### config.mk
export PLATFORM = sky130hd
export DESIGN_NAME = status_frame_tx
export DESIGN_NICKNAME = d
export VERILOG_FILES = /design/src/rtl/status_frame_tx.sv
export SDC_FILE = /design/constraint.sdc
export NUM_CORES = 1
export LEC_CHECK = 0
export CAP_MARGIN = 25
export CELL_PAD_IN_SITES_DETAIL_PLACEMENT = 1
export CELL_PAD_IN_SITES_GLOBAL_PLACEMENT = 2
export CORE_ASPECT_RATIO = 0.6
export CORE_MARGIN = 1.5
export CORE_UTILIZATION = 38
export CTS_CLUSTER_DIAMETER = 150
export CTS_CLUSTER_SIZE = 40
export DETAILED_ROUTE_END_ITERATION = 10
export PLACE_DENSITY_LB_ADDON = 0.2
export RECOVER_POWER = 25
export SYNTH_ARGS = -nofsm -noshare
export SYNTH_HDL_FRONTEND = slang
export SYNTH_SLANG_ARGS = --single-unit
### constraint.sdc
create_clock -name clk0 -period 4.95 [get_ports clk0]
set_clock_uncertainty 0.15 [all_clocks]
set_input_delay 0.7425 -clock clk0 [delete_from_list [all_inputs] [get_ports clk0]]
set_output_delay 0.7425 -clock clk0 [all_outputs]
set_load 0.01 [all_outputs]
### src/rtl/status_frame_tx.sv
// Telemetry frame transmitter: captures heading/obstacle/state on request and
// streams a 12-byte ASCII frame ("STddd.d,B,C;") into a UART via tx_en/tx_busy.
module status_frame_tx #(
  parameter int ACK_TIMEOUT = 15
) (
  input  logic        clk0,
  input  logic        rst_n,
  input  logic        send_req,
  input  logic [11:0] heading,
  input  logic [3:0]  barri,
  input  logic [3:0]  car_state,
  input  logic        tx_busy,
  output logic [7:0]  tx_data,
  output logic        tx_en,
  output logic        busy,
  output logic        frame_done,
  output logic        frame_err
);

  typedef enum logic [2:0] {S_IDLE, S_CONV, S_LOAD, S_ACK, S_DONE} state_t;

  state_t      state_reg, state_next;
  logic [3:0]  idx_reg, idx_next;
  logic [1:0]  stage_reg, stage_next;
  logic [11:0] rem_reg, rem_next;
  logic [3:0]  d2_reg, d2_next, d1_reg, d1_next, d0_reg, d0_next;
  logic [3:0]  barri_reg, barri_next, car_reg, car_next;
  logic [15:0] cnt_reg, cnt_next;
  logic [7:0]  tx_data_reg, tx_data_next;
  logic        tx_en_reg, tx_en_next;
  logic        busy_reg, busy_next;
  logic        done_reg, done_next;
  logic        err_reg, err_next;
  logic [11:0] heading_clamped;
  logic [11:0] weight;

  function automatic logic [7:0] dec_char(input logic [3:0] v);
    return 8'd48 + {4'd0, v};
  endfunction

  function automatic logic [7:0] hex_char(input logic [3:0] v);
    return (v < 4'd10) ? (8'd48 + {4'd0, v}) : (8'd55 + {4'd0, v});
  endfunction

  // After conversion the remainder holds the tenths digit (always < 10).
  function automatic logic [7:0] frame_byte(
    input logic [3:0] i, input logic [3:0] a2, input logic [3:0] a1,
    input logic [3:0] a0, input logic [3:0] at, input logic [3:0] b,
    input logic [3:0] c);
    case (i)
      4'd0:    return 8'd83;
      4'd1:    return 8'd84;
      4'd2:    return dec_char(a2);
      4'd3:    return dec_char(a1);
      4'd4:    return dec_char(a0);
      4'd5:    return 8'd46;
      4'd6:    return dec_char(at);
      4'd7:    return 8'd44;
      4'd8:    return hex_char(b);
      4'd9:    return 8'd44;
      4'd10:   return hex_char(c);
      default: return 8'd59;
    endcase
  endfunction

  assign heading_clamped = (heading > 12'd3599) ? 12'd3599 : heading;

  always_comb begin
    case (stage_reg)
      2'd0:    weight = 12'd1000;
      2'd1:    weight = 12'd100;
      default: weight = 12'd10;
    endcase
  end

  always_comb begin
    state_next   = state_reg;
    idx_next     = idx_reg;
    stage_next   = stage_reg;
    rem_next     = rem_reg;
    d2_next      = d2_reg;
    d1_next      = d1_reg;
    d0_next      = d0_reg;
    barri_next   = barri_reg;
    car_next     = car_reg;
    cnt_next     = cnt_reg;
    tx_data_next = tx_data_reg;
    tx_en_next   = 1'b0;
    done_next    = 1'b0;
    err_next     = 1'b0;
    case (state_reg)
      S_IDLE: begin
        // A request coinciding with the end pulse of the previous frame is dropped.
        if (send_req && !done_reg && !err_reg) begin
          rem_next   = heading_clamped;
          barri_next = barri;
          car_next   = car_state;
          d2_next    = 4'd0;
          d1_next    = 4'd0;
          d0_next    = 4'd0;
          stage_next = 2'd0;
          idx_next   = 4'd0;
          state_next = S_CONV;
        end
      end
      S_CONV: begin
        if (rem_reg >= weight) begin
          rem_next = rem_reg - weight;
          case (stage_reg)
            2'd0:    d2_next = d2_reg + 4'd1;
            2'd1:    d1_next = d1_reg + 4'd1;
            default: d0_next = d0_reg + 4'd1;
          endcase
        end else if (stage_reg == 2'd2) begin
          state_next   = S_LOAD;
          tx_en_next   = 1'b1;
          tx_data_next = frame_byte(idx_reg, d2_reg, d1_reg, d0_reg,
                                    rem_reg[3:0], barri_reg, car_reg);
        end else begin
          stage_next = stage_reg + 2'd1;
        end
      end
      S_LOAD: begin
        cnt_next   = 16'd0;
        state_next = S_ACK;
      end
      S_ACK: begin
        if (tx_busy) begin
          state_next = S_DONE;
        end else if (cnt_reg == 16'(ACK_TIMEOUT - 1)) begin
          err_next   = 1'b1;
          state_next = S_IDLE;
        end else begin
          cnt_next = cnt_reg + 16'd1;
        end
      end
      S_DONE: begin
        if (!tx_busy) begin
          if (idx_reg == 4'd11) begin
            done_next  = 1'b1;
            state_next = S_IDLE;
          end else begin
            idx_next     = idx_reg + 4'd1;
            state_next   = S_LOAD;
            tx_en_next   = 1'b1;
            tx_data_next = frame_byte(idx_reg + 4'd1, d2_reg, d1_reg, d0_reg,
                                      rem_reg[3:0], barri_reg, car_reg);
          end
        end
      end
      default: state_next = S_IDLE;
    endcase
    busy_next = (state_next != S_IDLE);
  end

  always_ff @(posedge clk0) begin
    if (!rst_n) begin
      state_reg   <= S_IDLE;
      idx_reg     <= 4'd0;
      stage_reg   <= 2'd0;
      rem_reg     <= 12'd0;
      d2_reg      <= 4'd0;
      d1_reg      <= 4'd0;
      d0_reg      <= 4'd0;
      barri_reg   <= 4'd0;
      car_reg     <= 4'd0;
      cnt_reg     <= 16'd0;
      tx_data_reg <= 8'd0;
      tx_en_reg   <= 1'b0;
      busy_reg    <= 1'b0;
      done_reg    <= 1'b0;
      err_reg     <= 1'b0;
    end else begin
      state_reg   <= state_next;
      idx_reg     <= idx_next;
      stage_reg   <= stage_next;
      rem_reg     <= rem_next;
      d2_reg      <= d2_next;
      d1_reg      <= d1_next;
      d0_reg      <= d0_next;
      barri_reg   <= barri_next;
      car_reg     <= car_next;
      cnt_reg     <= cnt_next;
      tx_data_reg <= tx_data_next;
      tx_en_reg   <= tx_en_next;
      busy_reg    <= busy_next;
      done_reg    <= done_next;
      err_reg     <= err_next;
    end
  end

  assign tx_data    = tx_data_reg;
  assign tx_en      = tx_en_reg;
  assign busy       = busy_reg;
  assign frame_done = done_reg;
  assign frame_err  = err_reg;

endmodule

# Word level (Yosys, flattened, before mapping)
# Index checks and enable logic that the tools add are counted.
dict set report classes {
  n_addsub 15
  magnitude_cmp 4
  eq_ne 40
  n_mux 49
  bitwise_logic 3
  n_reduce_logical 27
}
# operator n
set op_table {}
lappend op_table {{case mux 7 bit (10 select lines)} 2}
lappend op_table {{adder 6 x 4 -> 7 bit, first input constant} 8}
lappend op_table {{two-way mux 12 bit} 3}
lappend op_table {{two-way mux 4 bit} 9}
lappend op_table {{equality test 4 x 3 -> 1 bit, second input constant} 8}
lappend op_table {{two-way mux 16 bit} 2}
lappend op_table {{two-way mux 8 bit} 4}
lappend op_table {{case mux 16 bit (2 select lines)} 1}
lappend op_table {{case mux 4 bit (2 select lines)} 4}
lappend op_table {{equality test 4 bit, second input constant} 7}
lappend op_table {{case mux 12 bit (2 select lines)} 1}
lappend op_table {{!= test 2 bit, second input constant} 10}
lappend op_table {{case mux 10 bit (2 select lines)} 1}
lappend op_table {{AND reduction 4 bit} 5}
lappend op_table {{two-way mux 3 bit} 6}
lappend op_table {{adder 16 x 1 -> 16 bit, second input constant} 1}
lappend op_table {{adder 4 x 1 -> 4 bit, second input constant} 4}
lappend op_table {{equality test 16 x 4 -> 1 bit, second input constant} 1}
lappend op_table {{equality test 4 x 2 -> 1 bit, second input constant} 4}
lappend op_table {{case mux 8 bit (2 select lines)} 1}
lappend op_table {{case mux 3 bit (5 select lines)} 1}
lappend op_table {{two-way mux 7 bit} 2}
lappend op_table {{>= comparator 12 bit} 1}
lappend op_table {{> comparator 12 bit, second input constant} 1}
lappend op_table {{other kinds (27)} 51}
dict set report word_totals {
  register_bits 69
  in_bits 24
  output_inout_bits 12
  word_cells 153
}

# Logic depth before layout (Yosys ltp)
# Gate-level depths: netlist of the first run.
dict set report depth {
  depth_word 7
  mapped_depth 11
}

# Worst setup path before layout of the first run
# OpenSTA, ideal clock, no wires.
dict set report synth_timing {
  kind {flip-flop to flip-flop}
  start {register stage_reg[1]}
  end {register d1_reg[2]}
  setup_time_ns 0.123
  arrival_ns 2.617
  required_time_ns 4.677
  path_slack_ns 2.060
  stages_incl_launch_ff 10
  synth_period_minus_slack_ns 2.890
  path_cell_list {dfxtp_1 > inv_1 > ha_1 > nor2_1 > ha_1 > a21oi_1 > o21bai_1 > a2111oi_4 > nor4b_2 > mux2_1}
}
dict set report synth_between {
  elab_chain_cells 5
}
# item line
set synth_lines {}
lappend synth_lines {{start, declared} 24} ;# logic [1:0] stage_reg, stage_next;
lappend synth_lines {{start signal, assigned} 176} ;# stage_reg <= stage_next;
lappend synth_lines {{equality test 2 x 1 -> 1 bit / logical NOT 2 bit (equally long branches)} {69, 109}}
lappend synth_lines {{case mux 10 bit (2 select lines)} 69} ;# case (stage_reg)
lappend synth_lines {{>= comparator 12 bit} 107} ;# if (rem_reg >= weight) begin
lappend synth_lines {{!= test 2 bit (no source line)} n/a}
lappend synth_lines {{AND reduction 4 bit (no source line) *} n/a}
lappend synth_lines {{end signal, assigned} 179} ;# d1_reg <= d1_next;
lappend synth_lines {{end, declared} 26} ;# logic [3:0] d2_reg, d2_next, d1_reg, d1_next, d0_reg, d0_next;
# Mark *: on every way between the ends. The rest lies on a longest branch, timed or not.
# A chain may end at the register's enable or synchronous reset.

# Worst setup path after layout of the first run
# Same ends and word-level chain as after synthesis.

==> flow_summary.yaml, run 1 <==
final_layout:
  insertedDiodeCount: 0
  nNetsFinal: 726
  stdcell_area_um2: 5870
  final_layout_size_suffix_gt1_frac: 0.0735
  largest_register_ffs: 16
  area_growth_pct: 14.4
  post-route-util: 0.451
power:
  power_density_nw_per_um2: 277
  clkPwrFrac: 0.417
  power_uw: 1630
  sw_frac_of_total: 0.313
  p_comb_frac: 0.211
  vdd_drop_max_mv: 0.167
  power_frac_seq: 0.371
  power_leakage_uw: 0.00216
  switchingPower_uw: 509
  internal_power_uw: 1120
cts:
  cts_inserted_buffers: 9
  cts_tree: "yes"
  htreeDepth: 3
  clk_pin_slew_ns: 0.06
  insertion_delay_ns: 0.33
  clock_path_buffers: 2
  cts.sinks: 68
  ctsHoldBuffers: 0
  cts_setup_buffers: 0
  post_cts_resized: 0
  cts-root-buf: "clkbuf_16"
global_route:
  antenna_found_initial: 0
  grt_max_degree: 37
  grt_pass1_wl_mm: 29.8
  grt_pass1_vias: 5144
  grt_use_total: 0.269
  grt_overflow: 0
timing:
  tightest_slew_ns: 0.990
  rsz0062_at_grt: "false"
  maxSlewViolCount: 0
  min_period_over_period: 0.749
  finalSetupViolCount: 0
  hold_slack_ns: 0.319
  setup_tns_ns: 0
  hold_violations: 0
  slew_headroom: 0.340
  fin_crit_ns: 3.71
  fmax_mhz: 270
logic_synthesis:
  synth_fa_ha_area_frac: 0.0673
  syn_nets: 715
  synth_area_per_cell_um2: 7.72
  synth_mux_area_frac: 0.0212
  synth_top_family_by_area: "compound AO/OA/AOI/OAI gates"
  synth_top_area_frac: 0.265
  yosys.area.top_type: "dfxtp_1"
  synth_xor_area_frac: 0.0376
  yosysWarnings: 0
  synth_compound_area_frac: 0.282
  synth-edff-count: 0
  synth_area_leaders: "dfxtp_1, ha_1, a21oi_1, nand2_1, nor2_1"
  ys.flop_type: "dfxtp_1"
  synth_area_um2: 5130
  async_flop_share: 0
  synth_cell_types: 86
  synth_simple_gate_area_frac: 0.266
  ys_seq_elements: 68
  syn_inst: 664
  yosysSeqAreaShare: 0.265
routing:
  via_per_inst: 6.20
  wl_mm: 18.5
  wl_per_cell_um: 21.8
  route.antenna.remaining_nets: 0
  drc: 0
  dr.pass1.iters: 7
  drt_iter0_markers: 545
  vias: 5268
floorplan:
  io_pins: 36
  core_area_um2: 13000
  die_area_um2: 14200
  start_util: 0.394
  row_count: 32
  chipHeight_um: 93.0
  die_w_um: 153
place:
  io_buffers: 34
  post_dp_cell_area_um2: 5550
  place.gp.congestion: 0.955
  post-dp-hpwl_mm: 13.9
worst_setup_path:
  crit_path_top_delay_cell: "a2111oi_4"
  crit_path_end_kind: "flop"
  critPathMostFrequentCell: "ha_1"
  arrival_ns: 3.77
  crit_type: "reg2reg"
  cpPeakStageDelay_ns: 0.69
  start_kind: "flop"
  cp.required_ns: 5.01
  cp.buffers_inverters: 1
  critPathTopFamily: "compound AO/OA/AOI/OAI gates"
  crit_fanout: 7
  path_cells: "inv_1, ha_1, nor2_1, ha_1, a21oi_1, o21bai_1, a2111oi_4, nor4b_2, mux2_1"
job:
  maxCapViolCount: 0
min_path:
  worstHoldPathType: "reg2reg"
status:
  status: "finished clean"
[cells in the mapped netlist, drive strengths merged (4+ instances only)]
library cell  instances
a211oi                9
a21o                  4
a21oi                56
a221oi                5
a222oi                4
a22o                  4
a22oi                 8
a31oi                11
a32o                  5
and3                  8
buf                  15
clkbuf               29
dfxtp                68
ha                   26
inv                  28
mux2                  4
mux2i                 6
nand2                63
nand2b                8
nand3                23
nand3b                4
nand4                18
nor2                 50
nor2b                11
nor3                 31
nor4                  7
nor4b                 5
o211ai                4
o21a                  5
o21ai                36
o221ai                6
o22ai                 5
o311ai                4
o31ai                12
or2                   5
or3                   7
or3b                  4
or4                   4
xnor2                 9
xor2                 13
[metrics by stage]
| stage | worst slack (ns) | std cells |
|---|---|---|
| floorplan | 2.06 | 664 |
| detailed placement | 1.40 | 833 |
| global placement | 1.55 | 833 |
| finish | 1.24 | 850 |
| CTS | 1.37 | 849 |
| global route | 1.03 | 850 |
[routing by layer]
metal / GRT usage / share of wire
met1: 0.421 / 0.54
met2: 0.373 / 0.40
met3: 0.0593 / 0.056
met4: 0.0433 / 0.0071
met5: 0 / 0
[layout make-up]
class	instances	area (um2)
Inverter	29	109
Clock buffer	11	253
Tap cell	170	213
Sequential cell	68	1360
Timing Repair Buffer	44	412
Fill cell	1558	7140
Clock inverter	5	58.8
Multi-Input combinational cell	523	3460
[power by group through the flow]
stage / Sequential (uW) / Combinational, uW / Clock [uW]
after floorplan: 601 / 233 / 0
after global placement: 614 / 327 / 0
after detailed placement: 616 / 335 / 0
after CTS: 604 / 338 / 688
after global routing: 608 / 372 / 713
final: 605 / 344 / 679
[cell families after synthesis]
| logic type | after synthesis |
|---|---|
| buffers and inverters | 73 |
| XOR/XNOR | 22 |
| flip-flops | 68 |
| other | 1 |
| AO/OA/AOI/OAI | 205 |
| AND/OR/NAND/NOR | 258 |
| multiplexers | 10 |
| adder cells (fa/ha/maj) | 27 |
[final timing paths]
| path | from | endpoint | slack [ns] | depth (start not counted) |
|---|---|---|---|---|
| worst min register to register | car_reg[0]$_SDFFE_PN0P_ | car_reg[0]$_SDFFE_PN0P_ | 0.32 | 2 |
| worst max register to register | stage_reg[1]$_SDFFE_PN0P_ | d1_reg[2]$_SDFFE_PN0P_ | 1.24 | 9 |
| worst min-delay path | car_reg[0]$_SDFFE_PN0P_ | car_reg[0]$_SDFFE_PN0P_ | 0.32 | 2 |
| worst max-delay path | stage_reg[1]$_SDFFE_PN0P_ | d1_reg[2]$_SDFFE_PN0P_ | 1.24 | 9 |
[placed cells by master, fill, tap and decap left out, types with 10 or more instances in the layout]
cell type        Yosys  routed
ha_1                26      26
dlygate4sd3_1        0      11
nand2_1             63      63
nor2b_1             11      11
a21oi_1             56      56
clkdlybuf4s50_1      0      23
o31ai_1             12      12
nor2_1              50      50
nand3_1             23      23
nand4_1             18      18
a31oi_1             10      10
o21ai_0             27      27
xor2_1              13      13
nor3_1              31      31
dfxtp_1             68      68
inv_1               28      28
[tightest hold or removal path, cell delays in order (launching register included)]
cell and delay (ns):
dfxtp_1 0.31, nand2_1 0.05, a21oi_1 0.06
Note: power is estimated with default switching activity, not from simulation.
==> inputs of run 2 (changes only) <==
- CORE_UTILIZATION: 38 -> 35
- clock period: 4.95 -> 3.7 ns (I/O delays scaled with it)
==> run 2 against run 1 <==
  * Final cell count is 4.0% higher
  * Via count increased by 1.8%
  * Sequential cell count stayed put
  * Worst setup slack got worse by 0.90 ns
  * Critical endpoint is now stage_reg[0]$_SDFFE_PN0P_
  * Largest power group unchanged
==> flow_summary.yaml, run 2 (synthesis gave the netlist of run 1 again) <==
status:
  status: "finished clean"
worst_setup_path:
  critPathTopFamily: "compound AO/OA/AOI/OAI gates"
  start_kind: "flop"
  crit_path_top_delay_cell: "or4_1"
  path_depth: 10
  arrival_ns: 3.48
  rr_endpoint: "stage_reg[0]$_SDFFE_PN0P_"
  crit_fanout: 6
  cp.buffers_inverters: 1
  crit_type: "reg2reg"
  endpoint: "stage_reg[0]$_SDFFE_PN0P_"
  cp.required_ns: 3.82
  path_cells: "inv_1, ha_1, nor2_2, ha_1, a21oi_1, o21bai_1, a41oi_2, o21ai_1, or4_1, a21oi_1"
  reg2regPathDepth: 10
  crit_path_end_kind: "flop"
  r2r_setup_slack_ns: 0.34
  critPathLaunch: "stage_reg[1]$_SDFFE_PN0P_"
  reg2reg_from: "stage_reg[1]$_SDFFE_PN0P_"
  cpPeakStageDelay_ns: 0.49
floorplan:
  start_util: 0.357
  row_count: 34
  chipHeight_um: 96.8
  core_area_um2: 14400
  die_area_um2: 15400
  io_pins: 36
  die_w_um: 159
timing:
  tightest_slew_ns: 0.820
  setup_tns_ns: 0
  slew_headroom: 0.448
  hold_violations: 0
  rsz0062_at_grt: "false"
  maxSlewViolCount: 0
  min_period_over_period: 0.908
  fin_crit_ns: 3.36
  fmax_mhz: 298
  finalSetupViolCount: 0
place:
  place.gp.congestion: 0.926
  io_buffers: 34
  post-dp-hpwl_mm: 14.9
  post_dp_cell_area_um2: 5640
final_layout:
  nNetsFinal: 732
  stdcell_area_um2: 5930
  fillers: 1809
  insertedDiodeCount: 0
  final_layout_size_suffix_gt1_frac: 0.0802
  layout_commonest_cell: "dfxtp_1"
  area_growth_pct: 15.6
  largest_register_ffs: 16
  layout_common_cells: "dfxtp_1, nand2_1, a21oi_1"
global_route:
  antenna_found_initial: 0
  grt_max_degree: 27
  grt_pass1_wl_mm: 31.5
  grt_use_total: 0.263
  grt_overflow: 0
  grt_pass1_vias: 5287
cts:
  cts.sinks: 68
  insertion_delay_ns: 0.35
  clock_path_buffers: 2
  cts_inserted_buffers: 9
  htreeDepth: 3
  clk_pin_slew_ns: 0.07
  cts_tree: "yes"
  cts-root-buf: "clkbuf_16"
power:
  switchingPower_uw: 711
  power_density_nw_per_um2: 366
  p_comb_frac: 0.213
  vdd_drop_max_mv: 0.207
  internal_power_uw: 1460
  power_frac_seq: 0.374
  power_leakage_uw: 0.00218
  clkPwrFrac: 0.413
  sw_frac_of_total: 0.328
routing:
  wl_mm: 19.9
  drt_iter0_markers: 506
  wl_per_cell_um: 22.6
  via_per_inst: 6.06
  route.antenna.remaining_nets: 0
  dr.pass1.iters: 5
  vias: 5361
  drc: 0
min_path:
  worstHoldPathType: "reg2reg"
job:
  maxCapViolCount: 0
run 2: stage by stage:
stage                     std cells  utilization  setup WS [ns]  hold slack (ns)  total power (uW)
final                           884        0.412          0.340            0.309              2170
after global routing            884        0.412          0.111            0.336              2260
after CTS                       884        0.413          0.224            0.315              2180
after detailed placement        868        0.392          0.251            0.307              1270
after global placement          868        0.392          0.526            0.304              1260
after floorplan                 664            -          0.810            0.286              1120
run 2: routing by layer:
metal  vias to the layer above  wire length [um]  GRT usage
met5                         -                 0          0
met4                         0               156     0.0493
met3                        16              1560     0.0712
met2                       178              7800      0.352
met1                      2673             10400      0.411
li1                       2494                 -          -
run 2: worst min path at each step:
stage                       startpoint                       to  slack, ns  cells after the start
3_3_place_gp   car_reg[0]$_SDFFE_PN0P_  car_reg[0]$_SDFFE_PN0P_       0.30                      2
4_1_cts        car_reg[0]$_SDFFE_PN0P_  car_reg[0]$_SDFFE_PN0P_       0.32                      2
2_1_floorplan  car_reg[0]$_SDFFE_PN0P_  car_reg[0]$_SDFFE_PN0P_       0.29                      2
5_1_grt        tx_data[0]$_SDFFE_PN0P_  tx_data[0]$_SDFFE_PN0P_       0.34                      2
6_report       car_reg[0]$_SDFFE_PN0P_  car_reg[0]$_SDFFE_PN0P_       0.31                      2
3_5_place_dp   car_reg[0]$_SDFFE_PN0P_  car_reg[0]$_SDFFE_PN0P_       0.31                      2
run 2: final cells by class:
| type | count | area (um2) | share of cell area |
|---|---|---|---|
| tap | 198 | 248 | 0.0418 |
| clock inverter | 6 | 63.8 | 0.0108 |
| multi-input combinational | 523 | 3460 | 0.584 |
| timing repair buffer | 50 | 453 | 0.0764 |
| sequential | 68 | 1360 | 0.230 |
| clock buffer | 10 | 229 | 0.0386 |
| inverter | 29 | 109 | 0.0184 |
run 2: power groups by stage:
stage	logic [uW]	clock network, uW	registers, uW
after global routing	501	945	815
after global placement	439	0	826
after floorplan	312	0	804
final	461	897	812
after CTS	453	921	809
after detailed placement	449	0	825
run 2: worst min-delay path, stage by stage, from the launching register on:
cell and delay, ns:
dfxtp_1 0.31, nand2_1 0.05, a21oi_1 0.05
run 2: what timing repair did:
item,in CTS,in global routing
hold buffers,0,0
buffers inserted,0,0
resized for setup,0,1
endpoints found under the setup margin,0,2
==> inputs of run 3 (changes only) <==
- CORE_ASPECT_RATIO: 0.6 -> 0.75
- SETUP_SLACK_MARGIN: not set -> 0.05
==> run 3 against run 2 <==
  * Design area grew 0.25%
  * Non-clock buffer count rose by 2
  * Sequential share of layout area is 0.058 points lower
  * Clock power shrank 3.7%
  * Sequential cell count stayed put
  * Largest cell class unchanged
==> flow_summary.yaml, run 3 (synthesis gave the netlist of run 1 again) <==
status:
  status: "finished clean"
final_layout:
  final_layout_size_suffix_gt1_frac: 0.0801
  insertedDiodeCount: 0
  area_growth_pct: 15.9
  nNetsFinal: 734
  layout_commonest_cell: "dfxtp_1"
  layout_common_cells: "dfxtp_1, nand2_1, a21oi_1"
  post-route-util: 0.413
  fillers: 1741
  stdcell_count: 887
  largest_register_ffs: 16
  multiInputGateArea_um2: 3460
  regArea_um2: 1360
cts:
  htreeDepth: 3
  cts_inserted_buffers: 9
  clock_path_buffers: 2
  cts_tree: "yes"
  ctsHoldBuffers: 0
  post_cts_resized: 0
  clk_pin_slew_ns: 0.06
  insertion_delay_ns: 0.34
  cts.sinks: 68
  cts-root-buf: "clkbuf_16"
  cts_setup_buffers: 0
timing:
  maxSlewViolCount: 0
  fmax_mhz: 293
  min_period_over_period: 0.923
  finalSetupViolCount: 0
  setup_tns_ns: 0
  fin_crit_ns: 3.42
  slew_headroom: 0.429
  tightest_slew_ns: 0.847
  hold_violations: 0
  final_critical_path_setup_slack_ns: 0.283
  rsz0062_at_grt: "false"
worst_setup_path:
  crit_path_top_delay_cell: "or4_1"
  reg2regPathDepth: 10
  cpPeakStageDelay_ns: 0.50
  crit_type: "reg2reg"
  crit_path_end_kind: "flop"
  crit_fanout: 6
  arrival_ns: 3.55
  r2r_setup_slack_ns: 0.28
  start_kind: "flop"
  cp.required_ns: 3.83
  path_cells: "inv_1, ha_1, nor2_1, ha_1, a21oi_1, o21bai_1, a41oi_2, o21ai_1, or4_1, a21oi_1"
global_route:
  grt_pass1_wl_mm: 29.5
  grt_overflow: 0
  antenna_found_initial: 0
  grt_max_degree: 37
  grt_use_total: 0.251
  grt_pass1_vias: 5172
floorplan:
  die_area_um2: 15400
  core_area_um2: 14400
  start_util: 0.356
  row_count: 38
  die_w_um: 143
  chipHeight_um: 108
  io_pins: 36
routing:
  vias: 5293
  drc: 0
  wl_per_cell_um: 20.7
  wl_mm: 18.3
  via_per_inst: 5.97
  dr.pass1.iters: 5
  drt_iter0_markers: 406
  route.antenna.remaining_nets: 0
power:
  clkPwrFrac: 0.404
  power_leakage_uw: 0.00219
  sw_frac_of_total: 0.309
  power_density_nw_per_um2: 360
  switchingPower_uw: 661
  vdd_drop_max_mv: 0.204
  power_uw: 2140
  p_comb_frac: 0.216
  power_frac_seq: 0.380
  internal_power_uw: 1480
place:
  place.gp.congestion: 0.918
  pre_cts_slack_ns: 0.373
  dpl.cell_count: 872
  post-dp-hpwl_mm: 13.9
  io_buffers: 34
job:
  maxCapViolCount: 0
min_path:
  hold_depth: 2
  worstHoldPathType: "reg2reg"
## run 3: worst max-delay path, delay by kind of cell (launching register included)
| family | cells | cell delay, ns |
|---|---|---|
| AO/OA/AOI/OAI | 5 | 1.10 |
| AND/OR/NAND/NOR | 2 | 0.85 |
| buffers and inverters | 1 | 0.11 |
| adder cells (fa/ha/maj) | 2 | 0.69 |
| flip-flops | 1 | 0.43 |
## run 3: path summary, 6_finish.rpt
| path | startpoint | end |
|---|---|---|
| hold reg to reg | car_reg[0]$_SDFFE_PN0P_ | car_reg[0]$_SDFFE_PN0P_ |
| setup / recovery | stage_reg[1]$_SDFFE_PN0P_ | stage_reg[0]$_SDFFE_PN0P_ |
| setup reg to reg | stage_reg[1]$_SDFFE_PN0P_ | stage_reg[0]$_SDFFE_PN0P_ |
| hold / removal | car_reg[0]$_SDFFE_PN0P_ | car_reg[0]$_SDFFE_PN0P_ |
## run 3: layer usage
layer | global-route usage | up-vias | share of wire
li1 | - | 2495 | -
met1 | 0.366 | 2573 | 0.50
met2 | 0.365 | 189 | 0.41
met3 | 0.0574 | 36 | 0.073
met4 | 0.0707 | 0 | 0.021
met5 | 0 | - | 0
## run 3: cell type report
cell class	instances	area share
repair buffers	52	0.0787
inverters	29	0.0183
flip-flops and latches	68	0.229
clock buffers	11	0.0408
well taps	200	0.0421
clock inverters	4	0.00842
multi-input cells	523	0.583
## run 3: through the flow
step	area (um2)	hold slack (ns)
after floorplan	5130	0.286
after global placement	5660	0.296
after detailed placement	5660	0.307
after CTS	5950	0.316
after global routing	5940	0.334
final	5940	0.309
## run 3: power by group through the flow
stage	Combinational [uW]	Clock (uW)	Sequential, uW
after detailed placement	453	0	826
after CTS	456	884	810
after floorplan	312	0	804
final	461	864	812
after global routing	503	918	817
after global placement	447	0	826
